[config.mk]
export PLATFORM = sky130hd
export DESIGN_NAME = tick_countdown_timer
export DESIGN_NICKNAME = d
export VERILOG_FILES = /design/src/rtl/timer_pkg.sv /design/src/rtl/tick_prescaler.sv /design/src/rtl/tick_countdown_timer.sv
export SDC_FILE = /design/constraint.sdc
export NUM_CORES = 1
export LEC_CHECK = 0
export BUFFER_PORTS_ARGS = -buffer_cell sky130_fd_sc_hd__buf_2
export CORE_MARGIN = 1
export CORE_UTILIZATION = 52
export CTS_CLUSTER_SIZE = 10
export DETAILED_ROUTE_END_ITERATION = 10
export HOLD_SLACK_MARGIN = 0.15
export PLACE_DENSITY = 0.77
export REMOVE_ABC_BUFFERS = 1
export SYNTH_ARGS = -nofsm -noshare
export SYNTH_HDL_FRONTEND = slang
export SYNTH_SLANG_ARGS = --single-unit
[constraint.sdc]
create_clock -name clk -period 2.3 [get_ports clk]
set_input_delay 0.23 -clock clk [delete_from_list [all_inputs] [get_ports clk]]
set_output_delay 0.23 -clock clk [all_outputs]
set_load 0.02 [all_outputs]
[src/rtl/timer_pkg.sv]
// Shared definitions for the game countdown timer: state encoding and default widths.
package timer_pkg;

  localparam int unsigned TIMER_SEC_W         = 7;
  localparam int unsigned TIMER_TICKS_PER_SEC = 10;

  typedef enum logic [1:0] {
    ST_IDLE    = 2'd0,
    ST_RUN     = 2'd1,
    ST_PAUSED  = 2'd2,
    ST_EXPIRED = 2'd3
  } timer_state_e;

  // Width of a counter that must hold values 0..n-1 (at least one bit).
  function automatic int unsigned cnt_width(input int unsigned n);
    return (n > 1) ? $clog2(n) : 1;
  endfunction

endpackage

[src/rtl/tick_prescaler.sv]
// Divides accepted tick_in strobes by TICKS_PER_SEC; term flags the terminal tick combinationally.
module tick_prescaler
  import timer_pkg::*;
#(
  parameter int unsigned TICKS_PER_SEC = TIMER_TICKS_PER_SEC
) (
  input  logic clk,
  input  logic rst,
  input  logic clr,
  input  logic en,
  input  logic tick_in,
  output logic term
);

  localparam int unsigned CNT_W = cnt_width(TICKS_PER_SEC);
  localparam logic [CNT_W-1:0] LAST = CNT_W'(TICKS_PER_SEC - 1);

  logic [CNT_W-1:0] cnt_q, cnt_d;

  assign term = en && tick_in && (cnt_q == LAST);

  // Counter only advances on accepted ticks; clr has priority over counting.
  always_comb begin
    cnt_d = cnt_q;
    if (clr) begin
      cnt_d = '0;
    end else if (en && tick_in) begin
      cnt_d = term ? '0 : cnt_q + CNT_W'(1);
    end
  end

  always_ff @(posedge clk or posedge rst) begin
    if (rst) begin
      cnt_q <= '0;
    end else begin
      cnt_q <= cnt_d;
    end
  end

endmodule

[src/rtl/tick_countdown_timer.sv]
// Game countdown timer: seconds derived from tick_in, counted down from load_val with
// start/pause/clear control and optional auto-reload.
module tick_countdown_timer
  import timer_pkg::*;
#(
  parameter int unsigned TICKS_PER_SEC = TIMER_TICKS_PER_SEC,
  parameter int unsigned SEC_W         = TIMER_SEC_W,
  parameter int unsigned AUTO_RELOAD   = 0
) (
  input  logic             clk,
  input  logic             rst,
  input  logic             tick_in,
  input  logic             start,
  input  logic             pause,
  input  logic             clear,
  input  logic [SEC_W-1:0] load_val,
  output logic [SEC_W-1:0] remaining,
  output logic             sec_pulse,
  output logic             running,
  output logic             expired,
  output logic             done_pulse
);

  timer_state_e     state_q, state_d;
  logic [SEC_W-1:0] rem_q, rem_d;
  logic             sec_q, sec_d;
  logic             done_q, done_d;
  logic             pre_en, pre_clr, term;

  // Ticks are accepted only while genuinely running; pause, start and clear all swallow them.
  assign pre_en  = (state_q == ST_RUN) && !pause && !start && !clear;
  assign pre_clr = start || clear;

  tick_prescaler #(
    .TICKS_PER_SEC(TICKS_PER_SEC)
  ) u_prescaler (
    .clk    (clk),
    .rst    (rst),
    .clr    (pre_clr),
    .en     (pre_en),
    .tick_in(tick_in),
    .term   (term)
  );

  always_comb begin
    state_d = state_q;
    rem_d   = rem_q;
    sec_d   = 1'b0;
    done_d  = 1'b0;
    if (clear) begin
      state_d = ST_IDLE;
      rem_d   = '0;
    end else if (start) begin
      if (load_val == '0) begin
        state_d = ST_EXPIRED;
        rem_d   = '0;
        done_d  = 1'b1;
      end else begin
        state_d = ST_RUN;
        rem_d   = load_val;
      end
    end else begin
      case (state_q)
        ST_RUN: begin
          if (pause) begin
            state_d = ST_PAUSED;
          end else if (term) begin
            sec_d = 1'b1;
            // Last second: either reload (nonzero load only) or park in EXPIRED.
            if (rem_q <= SEC_W'(1)) begin
              done_d = 1'b1;
              if ((AUTO_RELOAD != 0) && (load_val != '0)) begin
                rem_d = load_val;
              end else begin
                state_d = ST_EXPIRED;
                rem_d   = '0;
              end
            end else begin
              rem_d = rem_q - SEC_W'(1);
            end
          end
        end
        ST_PAUSED: begin
          if (!pause) begin
            state_d = ST_RUN;
          end
        end
        default: begin
          state_d = state_q;
        end
      endcase
    end
  end

  always_ff @(posedge clk or posedge rst) begin
    if (rst) begin
      state_q <= ST_IDLE;
      rem_q   <= '0;
      sec_q   <= 1'b0;
      done_q  <= 1'b0;
    end else begin
      state_q <= state_d;
      rem_q   <= rem_d;
      sec_q   <= sec_d;
      done_q  <= done_d;
    end
  end

  assign remaining  = rem_q;
  assign sec_pulse  = sec_q;
  assign done_pulse = done_q;
  assign running    = (state_q == ST_RUN) || (state_q == ST_PAUSED);
  assign expired    = (state_q == ST_EXPIRED);

endmodule

Yosys cells after proc, flatten, opt, wreduce, memory -nomap -nowiden:

Cells that the tools add are included.
W data, S select, Z words.

* register bits after elaboration: 15
* output and inout bits: 11
* logic and storage cells: 63
* input port bits: 13

* reductions and logical operators: 17
* multiplexer cells: 30
* equality and inequality tests: 8
* $lt $le $gt $ge: 1
* $add $sub $neg: 2

Operator list (number)
* $mux W7: 7
* $mux W2: 7
* $mux W1: 12
* $mux W4: 3
* $ne A5 B4 Y1 const B: 2
* $le A7 B1 Y1 const B: 1
* $logic_not A7 Y1: 1
* $sub A7 B1 Y7 const B: 1
* $reduce_bool A3 Y1: 2
* $logic_and A1 B1 Y1: 5
* $add A4 B1 Y4 const B: 1
* $eq A2 B2 Y1 const B: 2
* $eq A4 B4 Y1 const B: 1
* $ne A4 B4 Y1 const B: 1
* $pmux W2 S2: 1
* $reduce_and A4 Y1: 1
* $reduce_bool A4 Y1: 1
* $logic_not A1 Y1: 3
* $ne A3 B2 Y1 const B: 1
* $reduce_and A3 Y1: 1
* $eq A2 B1 Y1 const B: 1
* $logic_or A1 B1 Y1: 2
* $reduce_bool A2 Y1: 1

Longest topological paths before layout:

* word-level depth: 11
* mapped depth: 7
* mapped depth without buffers: 6

Cells and area by module:

Synthesis repeated with hierarchy kept, for this count alone.

* cells, all modules: 116
* area total of the unflattened synthesis: 1013.5 um^2

By module, submodules not included
* tick_countdown_timer: sequential area each 275.3 um^2, times used 1, area an instance 777.0 um^2, cells an instance 89
* tick_prescaler: sequential area each 100.1 um^2, times used 1, area an instance 236.5 um^2, cells an instance 27

Worst setup path after synthesis:

No wires, ideal clock.

* path type: flip-flop to flip-flop
* from: reg rem_q[1], in the netlist remaining[1]
* to: reg rem_q[1], in the netlist remaining[1]
* buffers on the path: 0
* setup time: 82 ps
* required time: 2218 ps
* cell stages (with the launch flop): 7
* setup slack: 542 ps
* clock period less this slack: 1758 ps
* arrival time: 1676 ps
* path through: dfrtp_1 > inv_1 > ha_1 > o21ba_2 > nor4_2 > or4_1 > a31oi_1

* word-level cells in the longest chain between the ends: 7
* elaborated cells between the ends (all ways): 8
* classes of those cells: 1 x add/sub; 1 x order compare; 6 x mux

Ends and longest elaborated chain
* from (decl): line tick_countdown_timer.sv:25 `logic [SEC_W-1:0] rem_q, rem_d;`
* from (signal assigned): line tick_countdown_timer.sv:103 `rem_q <= rem_d;`
* $sub A7 B1 Y7 / $le A7 B1 Y1 (equally long branches): line tick_countdown_timer.sv:79, tick_countdown_timer.sv:70
* $mux W7 (*): line tick_countdown_timer.sv:70 `if (rem_q <= SEC_W'(1)) begin`
* $mux W7 (*): line tick_countdown_timer.sv:67 `end else if (term) begin`
* $mux W7 (*): line tick_countdown_timer.sv:65 `if (pause) begin`
* $mux W7 (*): line tick_countdown_timer.sv:63 `case (state_q)`
* $mux W7 (*): line tick_countdown_timer.sv:53 `end else if (start) begin`
* $mux W7 (*): line tick_countdown_timer.sv:50 `if (clear) begin`

Mark *: on every way between the ends. The rest lies on a longest branch, timed or not. The select of a mux whose other input is x is not followed.
A chain may end at the register's enable or synchronous reset.

Final worst setup path:

* from: reg u_prescaler.cnt_q[1]
* to: reg rem_q[2], in the netlist remaining[2]

* word-level cells in the longest chain between the ends: 4

Ends and longest elaborated chain
* from (decl): line tick_prescaler.sv:18 `logic [CNT_W-1:0] cnt_q, cnt_d;`
* from (signal assigned): line tick_prescaler.sv:36 `cnt_q <= cnt_d;`
* $eq A4 B4 Y1: line tick_prescaler.sv:20 `assign term = en && tick_in && (cnt_q == LAST);`
* $logic_and A1 B1 Y1: line tick_prescaler.sv:20
* $reduce_bool A3 Y1 (no source line)
* $reduce_and A3 Y1 (no source line)

No other way between the ends.

==> impl_summary.txt <==
----------------------------------------------------
[Clocking]
  CTS HTree Levels ... 1
  CTS Root Cell ... sky130_fd_sc_hd__clkbuf_4
  Clock tree sinks ... 15
  Clock transition at the registers of the reported paths ... approximately 90 ps
  Number of buffers created by CTS ... 3
  Number of setup buffers added after CTS ... 0
  TritonCTS clock tree ... built
  Clk buf depth ... 2
  Clock latency on the worst-skew pair ... 290 ps

[Synth]
  Synth warn ... 0
  Cell area after synthesis ... 0.001030 mm^2
  Number of enable flip-flop cells after synthesis ... 0
  Share of the synthesized area in the top cell type ... 0.3645
  Async set or reset register ratio after synthesis ... 1.000
  Part of the Yosys area used for sequential elements ... 0.3645
  Post-Synthesis Mean Instance Area ... 9.194 um^2
  #FFs+latches synth ... 15
  Post-synthesis cell type count ... 40
  Largest area contributor in the netlist ... sky130_fd_sc_hd__dfrtp_1
  Most instantiated flip-flop cell in the synthesis netlist ... sky130_fd_sc_hd__dfrtp_1
  Ranking of synthesized cells by area ... sky130_fd_sc_hd__dfrtp_1 36%, sky130_fd_sc_hd__ha_1 8.5%, sky130_fd_sc_hd__nor2_1 5.1%, sky130_fd_sc_hd__mux2i_1 3.9%, sky130_fd_sc_hd__inv_1 3.3%
  Post-synthesis instance total ... 112

[Setup path]
  Crit path largest cell delay ... 430 ps
  Data arrival time at the worst-slack endpoint ... just over 2000 ps
  Flop2flop setup slack ... 450 ps
  Endpoint of the most critical register-to-register path ... remaining[2]
  Critical path, cell by cell ... inv_1 > ha_1 > and4b_1 > nand3_2 > or3_1 > a311oi_1
  Cell with the largest stage delay on the worst path ... sky130_fd_sc_hd__dfrtp_1
  Crit path launch type ... flip-flop
  CP required ... 2500 ps
  Critical-path maximum fanout ... 7
  Critical path class ... reg2reg
  CP Capture Type ... flip-flop
  Worst r2r path cells ... 6
  Start of the worst register-to-register path ... u_prescaler.cnt_q[1]

[Global route]
  Wire length of the first global-routing pass ... roughly 3800 um
  Global-route usage over all layers ... 0.2540
  Total congestion overflow after global routing ... 0
  Maximum number of pins on one net before global-route repair ... 16
  Number of global-route vias before repair ... between 800 and 900
  Number of antenna violations at the first check in global routing ... 0

[STA]
  Final clock period utilization by the worst path ... 0.8064
  Total count of max-transition violations in the final report ... 0
  Transition time at the pin with the least slew margin ... 575.1 ps
  Rel. slew slack ... 0.6162
  Final Critical Period ... 1855 ps
  Worst slack on hold paths ... between 150 and 200 ps
  Final Hold Violating Endpoints ... 0
  Total Neg Setup Slack ... 0 ps
  Post-route clock skew ... about 6.7 ps
  Setup repair after global routing missed its margin ... no
  Count of final setup violators ... 0
  Max Clock Freq ... 539.2 MHz

[Cells and area]
  Register Area ... between 300 and 400 um^2
  Share of final-layout standard cells stronger than drive strength 1 ... 0.2426
  Commonest non-fill, non-tap cell in the layout ... sky130_fd_sc_hd__buf_2
  Footprint of the multi-input gates ... 595.6 um^2
  Total inserted antenna cells ... 0
  Nets ... around 160
  Commonest cells after routing, fill and taps aside ... 23 x sky130_fd_sc_hd__buf_2, 15 x sky130_fd_sc_hd__dfrtp_1, 14 x sky130_fd_sc_hd__nor2_1
  Fill cell instance count of the final layout ... 159
  Layout overhead on the synthesized area ... 15.31%

[Detailed routing]
  Vias/cell ... 5.963
  Initial DRT Pass Iterations ... 4
  Wire length after detailed routing ... 2320 um
  Via count ... 960
  Antenna Violating Nets Remaining ... 0
  Average routed wire per standard cell ... 14.41 um
  DRC violation count after routing ... 0
  Initial drt markers ... 25

[Placed design]
  Routability congestion estimate from global placement ... between 0.8 and 0.9
  Detailed-placement wirelength estimate ... 1723 um
  Buffers on Ports ... 23

[Power]
  Pwr Density ... roughly 500 mW/mm^2
  IR drop worst, VDD ... roughly 0.00033 V
  Static Leakage ... 0.0005661 uW

[Worst hold path]
  Worst Min Path Start ... load_val[4]
  Destination of the worst hold path ... remaining[4]
  Class of the tightest hold or removal check ... in2reg
  Number of stages on the worst hold path ... 3

[Floorplan]
  Chip width ... 46.50 um
  Number of top-level pins ... 24
  Number of rows in the core area ... 15
  Die Y-Extent ... 46.50 um
  Initial Utilization ... 0.5775
  Area of the placeable core ... 0.001783 mm^2
  Die outline area ... 0.002162 mm^2

[Run status]
  Outcome ... finished, final reports clean

[Job]
  Max-cap violations ... 0

----------------------------------------------------
-- synthesized netlist by cell type, types with 2 or more instances --
cell	instances
sky130_fd_sc_hd__o22ai_1	2
sky130_fd_sc_hd__nand4_1	2
sky130_fd_sc_hd__dfrtp_1	15
sky130_fd_sc_hd__nor3_1	2
sky130_fd_sc_hd__a21oi_1	6
sky130_fd_sc_hd__nor4_1	3
sky130_fd_sc_hd__or4_1	2
sky130_fd_sc_hd__mux2i_1	4
sky130_fd_sc_hd__ha_1	7
sky130_fd_sc_hd__o311ai_0	2
sky130_fd_sc_hd__mux2_1	2
sky130_fd_sc_hd__or3_1	2
sky130_fd_sc_hd__nand2_1	7
sky130_fd_sc_hd__inv_1	9
sky130_fd_sc_hd__nor2_1	14
sky130_fd_sc_hd__a31oi_1	2
sky130_fd_sc_hd__nor2b_1	2
sky130_fd_sc_hd__nand3_1	6
sky130_fd_sc_hd__a311oi_1	2
-- area by class of cell --
cell class                 instances  share of cell area
multi-input combinational         84              0.5016
sequential                        15              0.3161
inverter                           9             0.02845
clock buffer                       4             0.02213
tap                               25             0.02634
timing repair buffer              24              0.1054
-- per-layer routing --
| layer | global-route usage | routed length, um | up-vias |
|---|---|---|---|
| met5 | 0 | 0 | - |
| met4 | 0.08235 | 40 | 0 |
| met3 | 0.07059 | 143 | 8 |
| met2 | 0.3833 | 1096 | 40 |
| met1 | 0.3462 | 1040 | 449 |
| li1 | - | - | 463 |
-- flip-flops by register name (all words and copies together), names as in the netlist --
| name | count |
|---|---|
| state_q | 2 |
| done_pulse | 1 |
| remaining | 7 |
| sec_pulse | 1 |
| u_prescaler.cnt_q | 4 |
-- worst max path at each step --
| stage | slack [ps] | cells after the start | to | from |
|---|---|---|---|---|
| after CTS | 460 | 6 | remaining[2] | state_q[1] |
| after global routing | 320 | 6 | remaining[2] | u_prescaler.cnt_q[1] |
| after global placement | 520 | 6 | remaining[2] | u_prescaler.cnt_q[1] |
| after detailed placement | 470 | 6 | remaining[2] | state_q[1] |
| final | 450 | 6 | remaining[2] | u_prescaler.cnt_q[1] |
| after floorplan | 540 | 6 | remaining[1] | remaining[1] |
-- logic make-up (layout without fill, tap and decap cells) --
family                     count (synthesis)  in the layout  synth area share
DFF                                       15             15            0.3645
AOI/OAI and AO/OA                         21             21            0.1434
muxes                                      6              6           0.06075
and+or+nand+nor                           50             50            0.2892
adders and majority gates                  7              7           0.08505
buffers and inverters                     13             37           0.05709
-- stage by stage --
step / util / instances / total power [uW] / cell area [um^2] / worst slack (ps)
3_3_place_gp: 0.6456 / 156 / 431.0 / 1151 / 523.2
4_1_cts: 0.6660 / 161 / 585.4 / 1187 / 457.9
6_report: 0.6660 / 161 / 580.9 / 1187 / 445.3
5_1_grt: 0.6660 / 161 / 613.9 / 1187 / 316.6
3_5_place_dp: 0.6456 / 156 / 434.5 / 1151 / 473.4
2_1_floorplan: - / 108 / 382.9 / 1005 / 541.8
-- critical path, delay by kind of cell, from the launching register on --
family	cells	cell delay [ps]
flops	1	430
fa+ha+maj	1	170
compound gates	1	250
simple gates	3	850
buf+inv	1	70
-- repair_timing --
action,CTS,global route
hold buffers,1,0
resized for setup,0,0
hold endpoints to repair,15,0
-- report_power, final --
part / switching, uW / internal, uW / total (uW)
clock: 82.5 / 67.5 / 150
sequential: 18.0 / 276 / 294
combinational: 81.8 / 55.3 / 137
Note: power is estimated with default switching activity, not from simulation.
